`src/rtl/jk_seq_ctrl_pkg.sv`:
```
// Shared op codes and controller state encodings for the JK sequencer.
package jk_seq_ctrl_pkg;

  typedef enum logic [1:0] {
    OP_CLEAR = 2'd0,
    OP_LOAD  = 2'd1,
    OP_UP    = 2'd2,
    OP_DOWN  = 2'd3
  } op_e;

  typedef enum logic [1:0] {
    ST_IDLE  = 2'd0,
    ST_APPLY = 2'd1,
    ST_RUN   = 2'd2
  } state_e;

  function automatic logic is_count(input op_e op);
    return (op == OP_UP) || (op == OP_DOWN);
  endfunction

endpackage

```
`src/rtl/jk_seq_ctrl_cell.sv`:
```
// One JK flip-flop with clock enable and asynchronous active-low clear.
module jk_seq_ctrl_cell (
  input  logic clk,
  input  logic Rn,
  input  logic en_i,
  input  logic j_i,
  input  logic k_i,
  output logic q_o
);

  // NOTE: clocked state uses non-blocking assignments so every flop samples pre-edge values.
  always_ff @(posedge clk or negedge Rn) begin
    if (!Rn) begin
      q_o <= 1'b0;
    end else if (en_i) begin
      case ({j_i, k_i})
        2'b00: q_o <= q_o;
        2'b01: q_o <= 1'b0;
        2'b10: q_o <= 1'b1;
        2'b11: q_o <= ~q_o;
      endcase
    end
  end

endmodule

```
`src/rtl/jk_seq_ctrl.sv`:
```
// Command sequencer: turns CLEAR/LOAD/UP/DOWN commands into per-bit J/K drive for a JK bank.
module jk_seq_ctrl
  import jk_seq_ctrl_pkg::*;
#(
  parameter int WIDTH = 4
) (
  input  logic             clk,
  input  logic             Rn,
  input  logic             cmd_valid,
  output logic             cmd_ready,
  input  logic [1:0]       cmd_op,
  input  logic [WIDTH-1:0] cmd_arg,
  input  logic             pause,
  output logic [WIDTH-1:0] Q,
  output logic             busy,
  output logic             done,
  output logic             wrap
);

  state_e           state_q;
  op_e              op_q;
  logic             nop_q;
  logic [WIDTH-1:0] load_q;
  logic [WIDTH-1:0] remaining_q;
  logic             done_q;
  logic             wrap_q;

  logic             cell_en;
  logic [WIDTH-1:0] j_vec;
  logic [WIDTH-1:0] k_vec;
  logic             step_wrap;
  op_e              cmd_op_e;

  assign cmd_op_e  = op_e'(cmd_op);
  assign cmd_ready = (state_q == ST_IDLE) && Rn;
  assign busy      = (state_q != ST_IDLE);
  assign done      = done_q;
  assign wrap      = wrap_q;

  // A zero-step count command still spends one APPLY cycle, but with the bank held.
  assign cell_en   = ((state_q == ST_APPLY) && !nop_q) || ((state_q == ST_RUN) && !pause);
  assign step_wrap = (op_q == OP_UP) ? (&Q) : (Q == '0);

  // NOTE: every combinational output gets a default before the loop so no latch is inferred.
  always_comb begin
    logic ones_below;
    logic zeros_below;
    j_vec       = '0;
    k_vec       = '0;
    ones_below  = 1'b1;
    zeros_below = 1'b1;
    for (int i = 0; i < WIDTH; i++) begin
      unique case (op_q)
        OP_CLEAR: begin j_vec[i] = 1'b0;        k_vec[i] = 1'b1;       end
        OP_LOAD:  begin j_vec[i] = load_q[i];   k_vec[i] = ~load_q[i]; end
        OP_UP:    begin j_vec[i] = ones_below;  k_vec[i] = ones_below; end
        OP_DOWN:  begin j_vec[i] = zeros_below; k_vec[i] = zeros_below; end
      endcase
      ones_below  = ones_below & Q[i];
      zeros_below = zeros_below & ~Q[i];
    end
  end

  always_ff @(posedge clk or negedge Rn) begin
    if (!Rn) begin
      state_q     <= ST_IDLE;
      op_q        <= OP_CLEAR;
      nop_q       <= 1'b0;
      load_q      <= '0;
      remaining_q <= '0;
      done_q      <= 1'b0;
      wrap_q      <= 1'b0;
    end else begin
      done_q <= 1'b0;
      wrap_q <= 1'b0;
      unique case (state_q)
        ST_IDLE: begin
          if (cmd_valid) begin
            op_q        <= cmd_op_e;
            load_q      <= cmd_arg;
            remaining_q <= cmd_arg;
            if (is_count(cmd_op_e) && (cmd_arg != '0)) begin
              state_q <= ST_RUN;
              nop_q   <= 1'b0;
            end else begin
              state_q <= ST_APPLY;
              nop_q   <= is_count(cmd_op_e);
            end
          end
        end
        ST_APPLY: begin
          state_q <= ST_IDLE;
          done_q  <= 1'b1;
        end
        ST_RUN: begin
          if (!pause) begin
            remaining_q <= remaining_q - WIDTH'(1);
            wrap_q      <= step_wrap;
            if (remaining_q == WIDTH'(1)) begin
              state_q <= ST_IDLE;
              done_q  <= 1'b1;
            end
          end
        end
        default: state_q <= ST_IDLE;
      endcase
    end
  end

  for (genvar g = 0; g < WIDTH; g++) begin : g_cell
    jk_seq_ctrl_cell u_cell (
      .clk  (clk),
      .Rn   (Rn),
      .en_i (cell_en),
      .j_i  (j_vec[g]),
      .k_i  (k_vec[g]),
      .q_o  (Q[g])
    );
  end

endmodule

```
`config.mk`:
```
export PLATFORM = sky130hd
export DESIGN_NAME = jk_seq_ctrl
export DESIGN_NICKNAME = d
export VERILOG_FILES = /design/src/rtl/jk_seq_ctrl_pkg.sv /design/src/rtl/jk_seq_ctrl_cell.sv /design/src/rtl/jk_seq_ctrl.sv
export SDC_FILE = /design/constraint.sdc
export NUM_CORES = 1
export LEC_CHECK = 0
export CAP_MARGIN = 15
export CORE_UTILIZATION = 30
export CTS_CLUSTER_DIAMETER = 80
export DETAILED_ROUTE_END_ITERATION = 8
export PLACE_DENSITY = 0.48
export RECOVER_POWER = 100
export SLEW_MARGIN = 20
export SYNTH_ARGS = -nofsm -noshare
export SYNTH_HDL_FRONTEND = slang
export SYNTH_SLANG_ARGS = --single-unit
```
`constraint.sdc`:
```
create_clock -name clk -period 2.5 [get_ports clk]
set_input_delay 0.5 -clock clk [delete_from_list [all_inputs] [get_ports clk]]
set_output_delay 0.5 -clock clk [all_outputs]
set_load 0.02 [all_outputs]
```
==> Word-level counts from Yosys, hierarchy flattened <==
Index checks and enable logic that the tools add are counted.
{ "totals": {"inputBits": 10, "elab_cells": 106, "reg_bits": 19, "output_inout_bits": 8} }
{ "op_classes": {"addsub": 1, "eq_ne": 23, "bitwise": 16, "n_reduce_logical": 28, "muxes": 27} }
{ "ops": {"columns": ["op", "n"], "rows": [
  ["$eq A2 B2 Y1 const B", 13],
  ["$pmux W1 S4", 6],
  ["$pmux W1 S3", 5],
  ["$eq A2 B1 Y1 const B", 6],
  ["$logic_not A2 Y1", 6],
  ["$not A1 Y1", 12],
  ["$reduce_and A2 Y1", 5],
  ["$mux W2", 4],
  ["$mux W4", 2],
  ["$pmux W4 S2", 1],
  ["$mux W1", 6],
  ["$reduce_and A3 Y1", 2],
  ["$and A1 B1 Y1", 4],
  ["$eq A4 B1 Y1 const B", 1],
  ["$logic_and A1 B1 Y1", 4],
  ["$logic_not A4 Y1", 1],
  ["$ne A2 B2 Y1 const B", 2],
  ["$pmux W1 S2", 2],
  ["$pmux W2 S2", 1],
  ["$reduce_and A4 Y1", 1],
  ["$reduce_bool A2 Y1", 2],
  ["$reduce_bool A4 Y1", 1],
  ["$sub A4 B1 Y4 const B", 1],
  ["$reduce_or A3 Y1", 1],
  ["other kinds (4)", 6]
]} }

==> Logic depth before layout (Yosys ltp) <==
{ "depth": {"depth_word": 7, "ltp_mapped": 7, "mapped_depth_nobuf": 6} }

==> Hierarchy <==
From an unflattened synthesis, not the netlist that was laid out.
{ "hier_totals": {"hier_cells": 118, "area_unflattened_um2": 1072.3} }
{ "modules_own_cells": {"columns": ["module", "cells_each", "area_each_um2", "n_inst"], "rows": [
  ["jk_seq_ctrl", 106, 927.1, 1],
  ["jk_seq_ctrl_cell", 3, 36.3, 4]
]} }

==> Least setup slack after synthesis <==
Ideal clock, no wire load.
{ "synth_timing": {"kind": "register -> register", "startpoint": "register state_q[0]", "endpoint": "register state_q[0]", "setup_time_ps": 125, "period_less_slack_ps": 1653, "path_stages_with_launch": 7, "path_buffers": 0, "arrival_time_ps": 1529, "setup_slack_ps": 847, "cell_sequence": "dfrtp_1 -> inv_1 -> ha_1 -> inv_1 -> o21ai_1 -> a21oi_1 -> mux2_2"} }
{ "synth_between": {"elab_chain_len": 3, "word_cells_on_any_way": 7} }
{ "synth_lines": {"columns": ["item", "line", "text"], "rows": [
  ["from (decl)", "jk_seq_ctrl.sv:20", "state_e state_q;"],
  ["from (signal assigned)", "jk_seq_ctrl.sv:66", "state_q <= ST_IDLE;"],
  ["from (signal assigned)", "jk_seq_ctrl.sv:83", "state_q <= ST_RUN;"],
  ["from (signal assigned)", "jk_seq_ctrl.sv:86", "state_q <= ST_APPLY;"],
  ["$eq A2 B2 Y1 or $logic_not A2 Y1 (tied branches)", "jk_seq_ctrl.sv:76", "unique case (state_q)"],
  ["$ne A2 B1 Y1 (no source line) or $ne A2 B2 Y1 (tied branches)", null, null],
  ["$reduce_and A3 Y1 (no source line)", null, null]
]} }
Parallel ways exist; a longest one is shown, timed or not.
A chain may end at the register's enable or synchronous reset.

==> Worst setup path in the final report <==
{ "layout_timing": {"startpoint": "register state_q[1]", "endpoint": "output cmd_ready"} }
{ "layout_between": {"elab_chain_len": 2} }
{ "layout_lines": {"columns": ["item", "line", "text"], "rows": [
  ["$logic_not A2 Y1", "jk_seq_ctrl.sv:35", "assign cmd_ready = (state_q == ST_IDLE) && Rn;"],
  ["$logic_and A1 B1 Y1", "jk_seq_ctrl.sv:35", null],
  ["to (decl)", "jk_seq_ctrl.sv:10", "output logic cmd_ready,"]
]} }
Every way passes these cells.

==> key figures <==
Run status
  • Status: complete, no violations

Synthesis
  • Cell taking the most area after synthesis: dfrtp_1
  • Sequential element share of the synthesized area: 41.7%
  • Synthesis-stage register bit count: 19
  • Avg Cell Area, Syn: slightly above 9 sq um
  • Ys flop type: dfrtp_1
  • Number of synthesized flops with an enable pin: 0
  • Area contributors post-synth: dfrtp_1 (42%), ha_1 (5.5%), mux2_2 (4.9%), nand2_1 (4.9%), a21oi_1 (4.0%)
  • Post-synthesis net count: 139
  • Syn Inst Count: 124
  • YS warnings: 0
  • Post-synth top area share: 41.7%
  • Synthesized area: roughly 1100 sq um
  • Yosys cell types: 39
  • Asr flop ratio synth: 100%

Worst setup path
  • Crit path largest cell delay: 590 ps
  • Crit Path Class: reg -> out
  • Critical Path Source: state_q[1]
  • Worst path top cell family by delay: buffers and inverters
  • Crit-path max FO: 11
  • Critical path, cell by cell: inv_1 > ha_2 > and2_1 > clkdlybuf4s50_1
  • FF-to-FF End: state_q[0]
  • Register-to-Register Setup Slack: 470 ps
  • FF-to-FF path depth: 6
  • Startpoint types: register
  • R2R Path Start: state_q[1]
  • Worst Path Buf+Inv: 2
  • Worst Setup End Kind: output port
  • Crit path required time: 2000 ps
  • Crit path depth: 4
  • CP Data Arrival Time: 1800 ps
  • Worst setup endpoint: cmd_ready
  • CP max-delay cell: clkdlybuf4s50_1

Layout
  • Layout Utilization: 37.4%
  • Nets: 154
  • Inserted Diodes: 0
  • Share of layout cells above drive strength 1: 10.1%
  • Commonest non-fill, non-tap cell in the layout: dfrtp_1
  • Area grow syn2layout: 20.0%
  • Final instance area: 1370 sq um
  • Commonest cells after routing, fill and taps aside: dfrtp_1 (19), nand2_1 (15), inv_1 (10), o21ai_0 (10)
  • Post-Layout Cell Count: about 190

Run
  • Max_cap viols: 0

Global route
  • First-pass GRT wire length: 4.17 mm
  • GRT Total Usage: 13.4%
  • GR Overflow Total: 0
  • Initial antenna violation count: 0
  • Number of global-route vias before repair: 920
  • Largest net degree at the start of global routing: 20

Clocking
  • CTS Sinks: 19
  • Clock buffer depth: 2
  • CTS tree: built
  • Clock transition at path regs: 80 ps
  • H-tree levels: 1
  • Root buf cell: clkbuf_8
  • Insertion delay to the later sink of the worst-skew pair: 260 ps
  • Number of CTS-inserted buffers: 3
  • Cts hold-fix bufs: 0

Floorplan
  • Initial core utilization: 31.1%
  • Core Area: 3660 sq um
  • Rows: 22
  • Die area: roughly 4000 sq um
  • Chip width: around 64 um
  • I/O Pins: 18
  • Die height: 63.6 um

Drt
  • Drt first pass iters: 4
  • DR DRC count: 0
  • WL/cell: 12.9 um
  • Via count: just over 900
  • Total wire length: 2.40 mm
  • Vias per inst: 4.91
  • 1st-iter DRT viols: 36
  • Detail Route Antenna Nets: 0

STA
  • Worst Skew: 8.48 ps
  • Period minus WS final: 2300 ps
  • Max-slew headroom: 26.2%
  • Fin. Hold Viols: 0
  • Worst slew pin tran: around 1100 ps
  • Unrepaired setup endpoints after global routing: false
  • Final setup fails: 0
  • Slew Limit Fails: 0
  • Fin crit share: 91.9%
  • Fmax: 435 MHz
  • Setup TNS: 0 ps

Hold path
  • Worst hold path type: reg -> reg

Power and ir drop
  • Worst vdd ir: 0.000445 V
  • Cell Int Power: around 950 uW
  • Sequential share of power: 36.0%
  • Leakage power total: 0.000594 uW
  • Sw Pwr: just over 700 uW
  • Comb pwr share: between 50% and 60%
  • Clock power share: a little over an eighth
  • PwrDens: 1220 nW/um^2
  • Switch share: 42.6%
  • Total power: 1660 uW

Placed design
  • Final HPWL DP: 1.82 mm
  • Buffers on Ports: 17
  • RePlAce Congestion: 0.747
  • DP Area: 1320 sq um
  • Inst Count DP: 182
==> flip-flops by register name, indices dropped and copies added, names as in the netlist <==
signal             cells
done                   1
g_cell.u_cell.q_o      4
load_q                 4
nop_q                  1
op_q                   2
remaining_q            4
state_q                2
wrap                   1
==> how the worst min path moves through the flow <==
stage / from / end / slack [ps] / depth (start not counted)
floorplan: Rn / done / 200 / 0
global placement: load_q[2] / load_q[2] / 470 / 2
detailed placement: nop_q / nop_q / 480 / 2
CTS: nop_q / nop_q / 500 / 2
global route: load_q[0] / load_q[0] / 540 / 2
finish: load_q[2] / load_q[2] / 490 / 2
==> cell usage after synthesis, types with 3 or more instances <==
cell type and instances:
nor2_1 6, and3b_1 3, a21oi_1 9, mux2_2 5, o21ai_0 9, nor2b_1 3
dfrtp_1 19, ha_1 5, inv_1 10, nand3_1 3, nand2_1 15, buf_4 4
==> cells by family after synthesis <==
logic type      after synthesis  synth area share [%]
compound gates               34                  19.6
xor+xnor                      1                 0.769
simple gates                 40                  17.6
flops                        19                  41.7
mux                           7                  6.70
fa+ha+maj                     5                  5.49
buf+inv                      18                  8.12
==> final cells by class <==
type                       instances  area [sq um]
fill                             377          2290
inverter                          10          37.5
timing repair buffer              18           174
sequential                        19           475
multi-input combinational         87           572
clock inverter                     1          7.51
clock buffer                       3          41.3
tap                               48          60.1
==> power by group through the flow <==
stage	clock network (uW)	logic (uW)	registers, uW
2_1_floorplan	0	721	546
3_5_place_dp	0	863	608
4_1_cts	234	866	602
5_1_grt	242	951	628
6_report	224	839	599
3_3_place_gp	0	855	606
==> routing by layer <==
metal  track usage, %  share of wire, %  vias to the layer above
met4             5.97               1.8                        0
li1                 -                 -                      459
met2             22.5                45                       17
met3             2.90               3.0                        5
met5                0                 0                        -
met1             16.3                50                      432
==> timing repair <==
action | 4_1_cts | 5_1_grt
resized for setup | 0 | 1
buffers inserted | 0 | 0
endpoints found under the setup margin | 0 | 2
==> metrics by stage <==
stage	hold slack (ps)	setup slack [ps]
2_1_floorplan	204	847
3_3_place_gp	474	256
3_5_place_dp	479	279
4_1_cts	498	68.0
5_1_grt	539	106
6_report	488	202
==> tightest hold or removal path, delay by kind of cell (launching register included) <==
| kind | cells | cell delay (ps) |
|---|---|---|
| flops | 1 | 350 |
| compound gates | 1 | 60 |
| simple gates | 1 | 40 |
No activity file was read; power rests on OpenSTA's default activity.
==> patch 1: new RTL, same flow settings <==
The parameter `WIDTH` goes from 4 to 3.
--- a/src/rtl/jk_seq_ctrl.sv
+++ b/src/rtl/jk_seq_ctrl.sv
@@ -4,3 +4,3 @@
 #(
-  parameter int WIDTH = 4
+  parameter int WIDTH = 3
 ) (
Interface: changed (resized Q and cmd_arg); port bits go from 18 to 16. The function was not compared with the original's and may differ.
==> patch 1 against the original RTL <==
Worst setup slack worse by 0.0044 ns. Design area is 18% lower. Synthesized area fell by 16%. Sequential cell count down 3. Power shrank 18%. Worst hold slack better by 0.028 ns. Routed wire length decreased by 20%. Non-clock buffer count down 2. Highest routed layer unchanged.
==> patch 1: results (changes against the original RTL) <==
Routing
  • Routed len/inst: 12.33 µm (-4.4%)
  • Drt initial violations: 20 (-44%)
  • Via density: 4.571 (-6.9%)

Critical path
  • Crit path max fanout: 7 (-4)
  • Critical R2R Capture: remaining_q[2]
  • Internal reg-to-reg setup slack: 0.64 ns (+0.17 ns)
  • Worst r2r src: state_q[0]
  • Crit path DAT: 1.80 ns (about the same)

Min path
  • WHS Endpoint: load_q[1]
  • Hold Path Depth: 2 (unchanged)
  • Hold Startpoint: load_q[1]

Global route
  • Via count of the first global-routing pass: 777 (-16%)
  • Initial antenna violation count: 0 (unchanged)
  • Total GRT Usage: 13.28% (-0.12 points)
  • Largest net degree at the start of global routing: 17 (-15%)
  • Global-route wire length before repair: 3.394 mm (-19%)

Timing
  • Max Clock Skew: 0.006860 ns (-0.001621 ns)
  • Actual slew at the worst max-slew pin: 0.9087 ns (-0.1977 ns)

Finish
  • Nets: 127 (-18%)
  • Share of cells above drive strength 1: 9.821% (-0.32 points)
  • # fillers: 343 (-9.0%)
  • Regs by FF count: g_cell.u_cell.q_o: 3 flops, load_q: 3 flops, remaining_q: 3 flops

Outcome
  • Outcome: finished clean

Clocking
  • Clock Tree Root: clkbuf_4
  • Clock transition at the registers of the reported paths: 0.11 ns (+0.03 ns)
  • Clk_lat worst skew: 0.30 ns (+0.04 ns)
  • CTS max path bufs: 2 (unchanged)

Synthesis
  • Synth cell types: 32 (-18%)
  • Top cells by area, synth: dfrtp_1 42%, ha_1 6.6%, o21ai_0 4.7%, nand2_1 3.5%, mux2_2 3.5%
  • Mapped Nets: 112 (-19%)
  • Sequential-to-total area share from yosys stat: 41.94% (+0.23 points)
  • Commonest cells in the netlist: 16 x dfrtp_1, 9 x nand2_1, 9 x o21ai_0

Place
  • IO buf count: 15 (-2)
  • Placed cell areas: 1115 µm² (-16%)
  • RD Place Congestion: 0.7226 (-3.3%)
  • Hpwl dp: 1.460 mm (-20%)

Pwr
  • Max IR drop VDD: 0.3568 mV (-20%)
  • Leak Pwr: 0.0004858 µW (-18%)
[patch 1: area by class of cell]
type	instances	area, µm²	share of cell area (%)
Inverter	8	30.03	2.676
Tap cell	44	55.05	4.905
Timing Repair Buffer	16	153.9	13.71
Multi-Input combinational cell	68	446.7	39.80
Clock buffer	4	36.28	3.233
Sequential cell	16	400.4	35.67
[patch 1: through the flow]
step	total power, µW	setup WS (ns)	utilization [%]	hold slack (ns)	instances
finish	1364	0.1974	37.07	0.5160	156
global route	1495	0.06790	37.07	0.5543	156
CTS	1443	0.1649	38.02	0.5228	156
detailed placement	1256	0.3080	36.82	0.4964	152
global placement	1235	0.3003	36.82	0.4795	152
floorplan	1087	1.076	-	0.2044	98
[patch 1: power breakdown]
part	internal, µW	switching, µW
Sequential	374	115
Combinational	315	375
Clock	88.7	96.7
Total	778	586
[patch 1: critical path: cells and delay by family (launching register included)]
kind	cells	cell delay (ns)
flip-flops	1	0.42
adder cells (fa/ha/maj)	1	0.26
buffers and inverters	2	0.69
AND/OR/NAND/NOR	1	0.15
[patch 1: worst max-delay path by stage]
stage / from / end / slack (ns)
global route: state_q[0] / cmd_ready / 0.07
floorplan: state_q[0] / g_cell[1].u_cell.q_o / 1.08
finish: state_q[0] / cmd_ready / 0.20
detailed placement: Rn / cmd_ready / 0.31
CTS: state_q[0] / cmd_ready / 0.16
global placement: Rn / cmd_ready / 0.30
[patch 1: per-layer routing]
metal / global-route usage (%) / share of wire, % / vias to the layer above
met3: 1.978 / 2.1 / 2
met1: 16.69 / 49 / 339
li1: - / - / 365
met5: 0 / 0 / -
met2: 22.00 / 48 / 7
met4: 7.143 / 1.1 / 0
[patch 1: cells by family after synthesis]
kind of cell	Yosys count	share of synthesized area [%]
buffers and inverters	14	8.650
multiplexers	4	4.587
AO/OA/AOI/OAI	26	18.61
XOR/XNOR	1	0.9176
flip-flops	16	41.94
AND/OR/NAND/NOR	32	18.74
adder cells (fa/ha/maj)	5	6.553
